File: config.mk
export PLATFORM = sky130hd
export DESIGN_NAME = pga_gain_ctrl
export DESIGN_NICKNAME = d
export VERILOG_FILES = /design/src/rtl/pga_gain_ctrl.sv
export SDC_FILE = /design/constraint.sdc
export NUM_CORES = 1
export LEC_CHECK = 0
export CAP_MARGIN = 20
export CORE_MARGIN = 2
export CORE_UTILIZATION = 51
export DETAILED_ROUTE_END_ITERATION = 7
export PLACE_DENSITY = 0.82
export SYNTH_ARGS = -nofsm -noshare
export SYNTH_HDL_FRONTEND = slang
export SYNTH_SLANG_ARGS = --single-unit
File: constraint.sdc
create_clock -name sck -period 4.4 [get_ports sck]
set_input_delay 0.88 -clock sck [delete_from_list [all_inputs] [get_ports sck]]
set_output_delay 0.88 -clock sck [all_outputs]
set_load 0.01 [all_outputs]
File: src/rtl/pga_gain_ctrl.sv
// pga_gain_ctrl
//   Receiver front-end AGC. It measures the peak |sample| of the ADC stream over a
//   fixed window and moves the PGA gain index one step per window. Each new code goes
//   to the PGA SPI interface over a set/ready handshake. While the analog path
//   settles, the block discards a fixed number of valid samples.
//
// Ports
//   sck             in   system clock (shared with the PGA SPI interface)
//   rst_n           in   asynchronous reset, active low
//   sample_i        in   signed ADC sample
//   sample_valid_i  in   sample qualifier, single-cycle strobes
//   enable_i        in   1 = AGC free-running, 0 = hold gain (in-flight update completes)
//   ready_i         in   PGA interface idle
//   code_o          out  PGA code byte {CODE_PREFIX, target gain}
//   set_o           out  single-cycle request strobe to the PGA interface
//   gain_o          out  gain index currently applied
//   busy_o          out  update in flight or analog path settling
//   overload_o      out  single-cycle pulse at window end when peak reached full scale
//
// state      | meaning
// -----------+-----------------------------------------------------------
// ISSUE      | present target code, strobe set_o once ready_i is high
// WAIT_ACK   | wait for ready_i to drop (gives up after 4 cycles)
// WAIT_DONE  | wait for ready_i to return, then apply target as gain
// SETTLE     | discard SETTLE valid samples
// MEASURE    | track peak |x| over WINDOW valid samples
// DECIDE     | compare peak with thresholds, choose next step

module pga_gain_ctrl #(
  parameter int         ADC_W       = 12,
  parameter int         WINDOW      = 256,
  parameter int         HI_THRESH   = 1536,
  parameter int         LO_THRESH   = 384,
  parameter int         MAX_GAIN    = 15,
  parameter int         INIT_GAIN   = 4,
  parameter int         SETTLE      = 32,
  parameter logic [3:0] CODE_PREFIX = 4'h8
) (
  input  logic                    sck,
  input  logic                    rst_n,
  input  logic signed [ADC_W-1:0] sample_i,
  input  logic                    sample_valid_i,
  input  logic                    enable_i,
  input  logic                    ready_i,
  output logic [7:0]              code_o,
  output logic                    set_o,
  output logic [3:0]              gain_o,
  output logic                    busy_o,
  output logic                    overload_o
);

  localparam int PW = ADC_W - 1;
  localparam int WW = $clog2(WINDOW + 1);
  localparam int SW = $clog2(SETTLE + 1);

  localparam logic [PW-1:0]    FULL_SCALE = {PW{1'b1}};
  localparam logic [ADC_W-1:0] MOST_NEG   = {1'b1, {PW{1'b0}}};
  localparam logic [PW-1:0]    HI_LVL     = PW'(HI_THRESH);
  localparam logic [PW-1:0]    LO_LVL     = PW'(LO_THRESH);
  localparam logic [3:0]       GAIN_MAX   = 4'(MAX_GAIN);
  localparam logic [3:0]       GAIN_INIT  = 4'(INIT_GAIN);
  localparam logic [WW-1:0]    WIN_LOAD   = WW'(WINDOW - 1);
  localparam logic [SW-1:0]    SET_LOAD   = SW'(SETTLE - 1);

  typedef enum logic [2:0] {
    ST_ISSUE,
    ST_WAIT_ACK,
    ST_WAIT_DONE,
    ST_SETTLE,
    ST_MEASURE,
    ST_DECIDE
  } state_t;

  state_t          state;
  logic [3:0]      target;
  logic [3:0]      gain;
  logic [PW-1:0]   peak;
  logic [WW-1:0]   win_cnt;
  logic [SW-1:0]   settle_cnt;
  logic [1:0]      ack_cnt;

  logic [ADC_W-1:0] samp;
  logic [ADC_W-1:0] samp_neg;
  logic [PW-1:0]    mag;

  // The most negative code has no positive twin in ADC_W bits, so it is pinned to full scale.
  always_comb begin
    samp     = sample_i;
    samp_neg = ~samp + 1'b1;
    if (!samp[ADC_W-1])
      mag = samp[PW-1:0];
    else if (samp == MOST_NEG)
      mag = FULL_SCALE;
    else
      mag = samp_neg[PW-1:0];
  end

  always_ff @(posedge sck or negedge rst_n) begin
    if (!rst_n) begin
      state      <= ST_ISSUE;
      target     <= GAIN_INIT;
      gain       <= GAIN_INIT;
      set_o      <= 1'b0;
      overload_o <= 1'b0;
      peak       <= '0;
      win_cnt    <= '0;
      settle_cnt <= '0;
      ack_cnt    <= '0;
    end else begin
      set_o      <= 1'b0;
      overload_o <= 1'b0;
      case (state)
        ST_ISSUE: begin
          if (ready_i) begin
            set_o   <= 1'b1;
            ack_cnt <= 2'd3;
            state   <= ST_WAIT_ACK;
          end
        end
        ST_WAIT_ACK: begin
          // Some PGA interfaces finish too fast to ever show ready low; time out.
          if (!ready_i || ack_cnt == 2'd0)
            state <= ST_WAIT_DONE;
          else
            ack_cnt <= ack_cnt - 2'd1;
        end
        ST_WAIT_DONE: begin
          if (ready_i) begin
            gain       <= target;
            settle_cnt <= SET_LOAD;
            state      <= ST_SETTLE;
          end
        end
        ST_SETTLE: begin
          if (sample_valid_i) begin
            if (settle_cnt == '0) begin
              peak    <= '0;
              win_cnt <= WIN_LOAD;
              state   <= ST_MEASURE;
            end else begin
              settle_cnt <= settle_cnt - 1'b1;
            end
          end
        end
        ST_MEASURE: begin
          if (sample_valid_i) begin
            if (mag > peak)
              peak <= mag;
            if (win_cnt == '0)
              state <= ST_DECIDE;
            else
              win_cnt <= win_cnt - 1'b1;
          end
        end
        ST_DECIDE: begin
          overload_o <= (peak == FULL_SCALE);
          peak       <= '0;
          win_cnt    <= WIN_LOAD;
          if (enable_i && peak >= HI_LVL && gain != 4'd0) begin
            target <= gain - 4'd1;
            state  <= ST_ISSUE;
          end else if (enable_i && peak < LO_LVL && gain < GAIN_MAX) begin
            target <= gain + 4'd1;
            state  <= ST_ISSUE;
          end else begin
            state <= ST_MEASURE;
          end
        end
        default: state <= ST_ISSUE;
      endcase
    end
  end

  assign code_o = {CODE_PREFIX, target};
  assign gain_o = gain;
  assign busy_o = (state != ST_MEASURE) && (state != ST_DECIDE);

endmodule

==> reports/summary.log <==
qor: power_and_ir_drop.netSwitchingPower 0.397 mW
qor: clocking.tritoncts done
qor: critical_path.worst_setup_path_end_kind register
qor: synthesis.synth.avg_cell_area 9.11 µm²
qor: clocking.cts.htree.levels 2
qor: synthesis.async_flop_share 100%
qor: grt.aggregate_global_route_resource_usage 20.3%
qor: finish.post_layout_cell_count 412
qor: clocking.post_cts.repair.setup_buffers 0
qor: sta.max-slew-margin-rel 39.6%
qor: hold_path.hold_path_class reg2reg
qor: route.routed-via-count 2314
qor: hold_path.worstHoldPathCells 1
qor: clocking.cts_hold_buf 0
qor: clocking.insertion_delay 0.29 ns
qor: critical_path.critical_path.cell_chain clkdlybuf4s50_1, inv_1, ha_1, or3b_4, or4_4, o21ai_0, ha_1, a21oi_1, o21ai_0, a2111o_1, nor3b_1, buf_4, a22o_1
qor: finish.insertedDiodeCount 0
qor: floorplanning.core 5110 µm²
qor: synthesis.postSynthRegisterBits 41
qor: grt.first_global_vias 2290
qor: synthesis.post_synthesis_share_of_cell_area_spent_on_full_adders_half_adders_and_majority_gates 9.12%
qor: placed_design.place_worst_setup_slack -0.175 ns
qor: synthesis.synth_seq_area_share 38.3%
qor: grt.grt_util_met2 37.2%
qor: grt.number_of_antenna_violations_at_the_first_check_in_global_routing 0
qor: synthesis.synth_enable_flop_cells 0
qor: sta.max_slew.worst_pin.slew 0.907 ns
qor: power_and_ir_drop.seq_power_share 43.9%
qor: power_and_ir_drop.vdd.ir_drop.worst 0.000156 V
qor: power_and_ir_drop.power.combinational.fraction 32.2%
qor: grt.grtUsageMet1 25.0%
qor: critical_path.critical_path.slowest_cell sky130_fd_sc_hd__or4_4
qor: route.remaining_drc_errors 0
qor: critical_path.cp.depth 13
qor: synthesis.synth_top_flop_cell sky130_fd_sc_hd__dfrtp_1
qor: sta.timing.clock.skew 0.00842 ns
qor: clocking.cts_resized 0
qor: clocking.cts_root_buf sky130_fd_sc_hd__clkbuf_8
qor: route.totalWireLength 5630 µm
qor: synthesis.synth.yosys.warnings 0
qor: floorplanning.initial_core_util 52.6%
qor: power_and_ir_drop.p_leak 1.50 nW
qor: placed_design.place.detailed.instances 404
qor: placed_design.gp_congestion 0.811
qor: finish.commonest_cells_after_routing_fill_and_taps_aside sky130_fd_sc_hd__dfrtp_1, sky130_fd_sc_hd__inv_1, sky130_fd_sc_hd__clkdlybuf4s50_1
qor: floorplanning.std_cell_rows 26
qor: grt.globalRouteMet3Util 3.32%
qor: finish.final_common_cell sky130_fd_sc_hd__dfrtp_1
qor: critical_path.timing.setup.critical_path_class in2reg
qor: clocking.tritoncts_num_sinks 41
qor: route.first_pass_iters 4
qor: sta.clock.fmax 0.235 GHz
qor: sta.final.period_utilization 96.7%
qor: route.via_per_inst 5.62
qor: grt.grt_start_max_net_pins 42
qor: floorplanning.io_pins 32
qor: grt.grt_pass1_wl 9880 µm
qor: synthesis.post_synth_instance_area 2690 µm²
qor: synthesis.yosys.area_share.simple 21.0%
qor: clocking.clkTransAtPathRegs 0.08 ns
qor: critical_path.worst_path_required_time 4.58 ns
qor: critical_path.critPathLaunchType input pin
qor: route.routedWlPerCell 13.7 µm
qor: sta.report.final.hold_viol_count 0
qor: power_and_ir_drop.power_switching_share 32.4%
qor: power_and_ir_drop.power.clock.fraction 23.9%
qor: power_and_ir_drop.cellPowerDensity 375 nW/µm²
qor: placed_design.numPortBuffers 27
qor: grt.globalRoute.busiestLayer met2
qor: sta.final.min_clock_period 4.25 ns
qor: sta.report.final.slew_viol_count 0
qor: critical_path.cp_data_arrival_time 4.43 ns
qor: critical_path.critical_path.max_stage_delay 0.61 ns
qor: finish.finish.net_count 377
qor: synthesis.complex_gate_fraction_of_the_synthesized_area 18.0%
qor: job.drv_cap 0
qor: power_and_ir_drop.internal_power 0.828 mW
qor: floorplanning.die_w 76.6 µm
qor: grt.grt_overflow_total 0
qor: sta.setup_viol_count_final 0
qor: sta.setup_tns 0 ns
qor: clocking.cts_inserted_buffers 5
qor: finish.area_growth 21.4%
qor: synthesis.synth.mux.area_fraction 2.79%
qor: sta.finalWorstSetupSlack 0.147 ns
qor: critical_path.critPathMaxFanout 8
qor: placed_design.placement.cell_area 3150 µm²
qor: finish.post-route-cell-area 3260 µm²
qor: critical_path.reg2regPathDepth 9
qor: sta.rsz0062_at_grt false
qor: critical_path.cp.buffers_inverters 3
qor: route.detail-route-antenna-nets 0
qor: route.drt_iter0_drc 87
qor: clocking.cts-root-to-sink-buffers 2
qor: floorplanning.die_height 76.6 µm
qor: placed_design.dpl.hpwl 4360 µm
qor: critical_path.critical-path-top-delay-family simple AND/OR/NAND/NOR gates
qor: synthesis.synth_top_family_by_area simple AND/OR/NAND/NOR gates
qor: synthesis.synth.distinct_cells 55
qor: synthesis.yosys.area_share.xor_xnor 3.58%
qor: finish.share_of_final_layout_standard_cells_stronger_than_drive_strength_1 12.9%
qor: synthesis.postSynthCellCount 295
qor: floorplanning.fp.dieArea 5870 µm²
qor: status.status finished clean
metrics by stage:
step | hold slack [ns] | util (%) | power, mW
CTS | 0.498 | 63.8 | 1.23
global route | 0.555 | 63.9 | 1.32
detailed placement | 0.489 | 61.7 | 0.935
global placement | 0.477 | 61.6 | 0.904
floorplan | 0.455 | - | 0.788
finish | 0.493 | 63.9 | 1.22
cell type report:
cell class	count	area (µm²)
Clock buffer	6	72.6
Clock inverter	2	35.0
Fill cell	425	1840
Inverter	30	113
Multi-Input combinational cell	212	1480
Sequential cell	41	1030
Tap cell	70	87.6
Timing Repair Buffer	51	445
worst register-to-register path, cell delays in order, from the launching register on:
cell and delay [ns]:
sky130_fd_sc_hd__dfrtp_1 0.38, sky130_fd_sc_hd__inv_1 0.05, sky130_fd_sc_hd__ha_1 0.30, sky130_fd_sc_hd__buf_4 0.14, sky130_fd_sc_hd__a21oi_1 0.11, sky130_fd_sc_hd__o21ai_0 0.13, sky130_fd_sc_hd__a2111o_1 0.44, sky130_fd_sc_hd__nor3b_1 0.19
sky130_fd_sc_hd__buf_4 0.19, sky130_fd_sc_hd__a22o_1 0.23
path summary, 6_finish.rpt:
check                             from             to  slack, ns
setup reg to reg               peak[6]        peak[5]       2.12
min in group asynchronous        rst_n        peak[3]       0.72
hold reg to reg             win_cnt[0]     win_cnt[0]       0.49
max in group asynchronous        rst_n  settle_cnt[4]       3.11
setup / recovery           sample_i[0]        peak[5]       0.15
hold / removal              win_cnt[0]     win_cnt[0]       0.49
power groups by stage:
stage	combinational, mW	clock, mW	sequential, mW
2_1_floorplan	0.272	0	0.516
3_3_place_gp	0.369	0	0.535
3_5_place_dp	0.396	0	0.540
4_1_cts	0.398	0.300	0.535
5_1_grt	0.450	0.317	0.549
6_report	0.395	0.293	0.537
routing by layer:
metal / share of wire, % / routed length (µm) / vias to the layer above
li1: - / - / 1157
met1: 45 / 2540 / 1107
met2: 51 / 2900 / 44
met3: 2.5 / 141 / 6
met4: 1.1 / 60 / 0
met5: 0 / 0 / -
flip-flops by register name (all words and copies together), names as in the netlist:
signal,count
target,4
peak,11
ack_cnt,2
gain_o,4
state,3
settle_cnt,6
set_o,1
overload_o,1
win_cnt,9
logic make-up after synthesis:
group | Yosys count
AND/OR/NAND/NOR | 101
other | 2
multiplexers | 7
flip-flops | 41
buffers and inverters | 44
adder cells (fa/ha/maj) | 19
AO/OA/AOI/OAI | 70
XOR/XNOR | 11
cell usage after synthesis (all sizes together) (4+ instances only):
| library cell | count | area [µm²] |
|---|---|---|
| buf | 7 | 50.0 |
| a22o | 11 | 96.3 |
| o21ai | 15 | 75.1 |
| dfrtp | 39 | 976 |
| or4 | 6 | 48.8 |
| or3 | 4 | 25.0 |
| a21oi | 18 | 90.1 |
| and3 | 4 | 25.0 |
| nor2b | 5 | 31.3 |
| nor2 | 16 | 60.1 |
| xor2 | 7 | 61.3 |
| nor4 | 6 | 37.5 |
| nor3b | 4 | 30.0 |
| clkbuf | 7 | 26.3 |
| nand2 | 21 | 78.8 |
| inv | 30 | 113 |
| nand3 | 10 | 50.1 |
| xnor2 | 4 | 35.0 |
| mux2 | 4 | 45.0 |
| nand4 | 7 | 43.8 |
| ha | 18 | 225 |
| nor3 | 7 | 35.0 |
No activity file was read; power rests on OpenSTA's default activity.
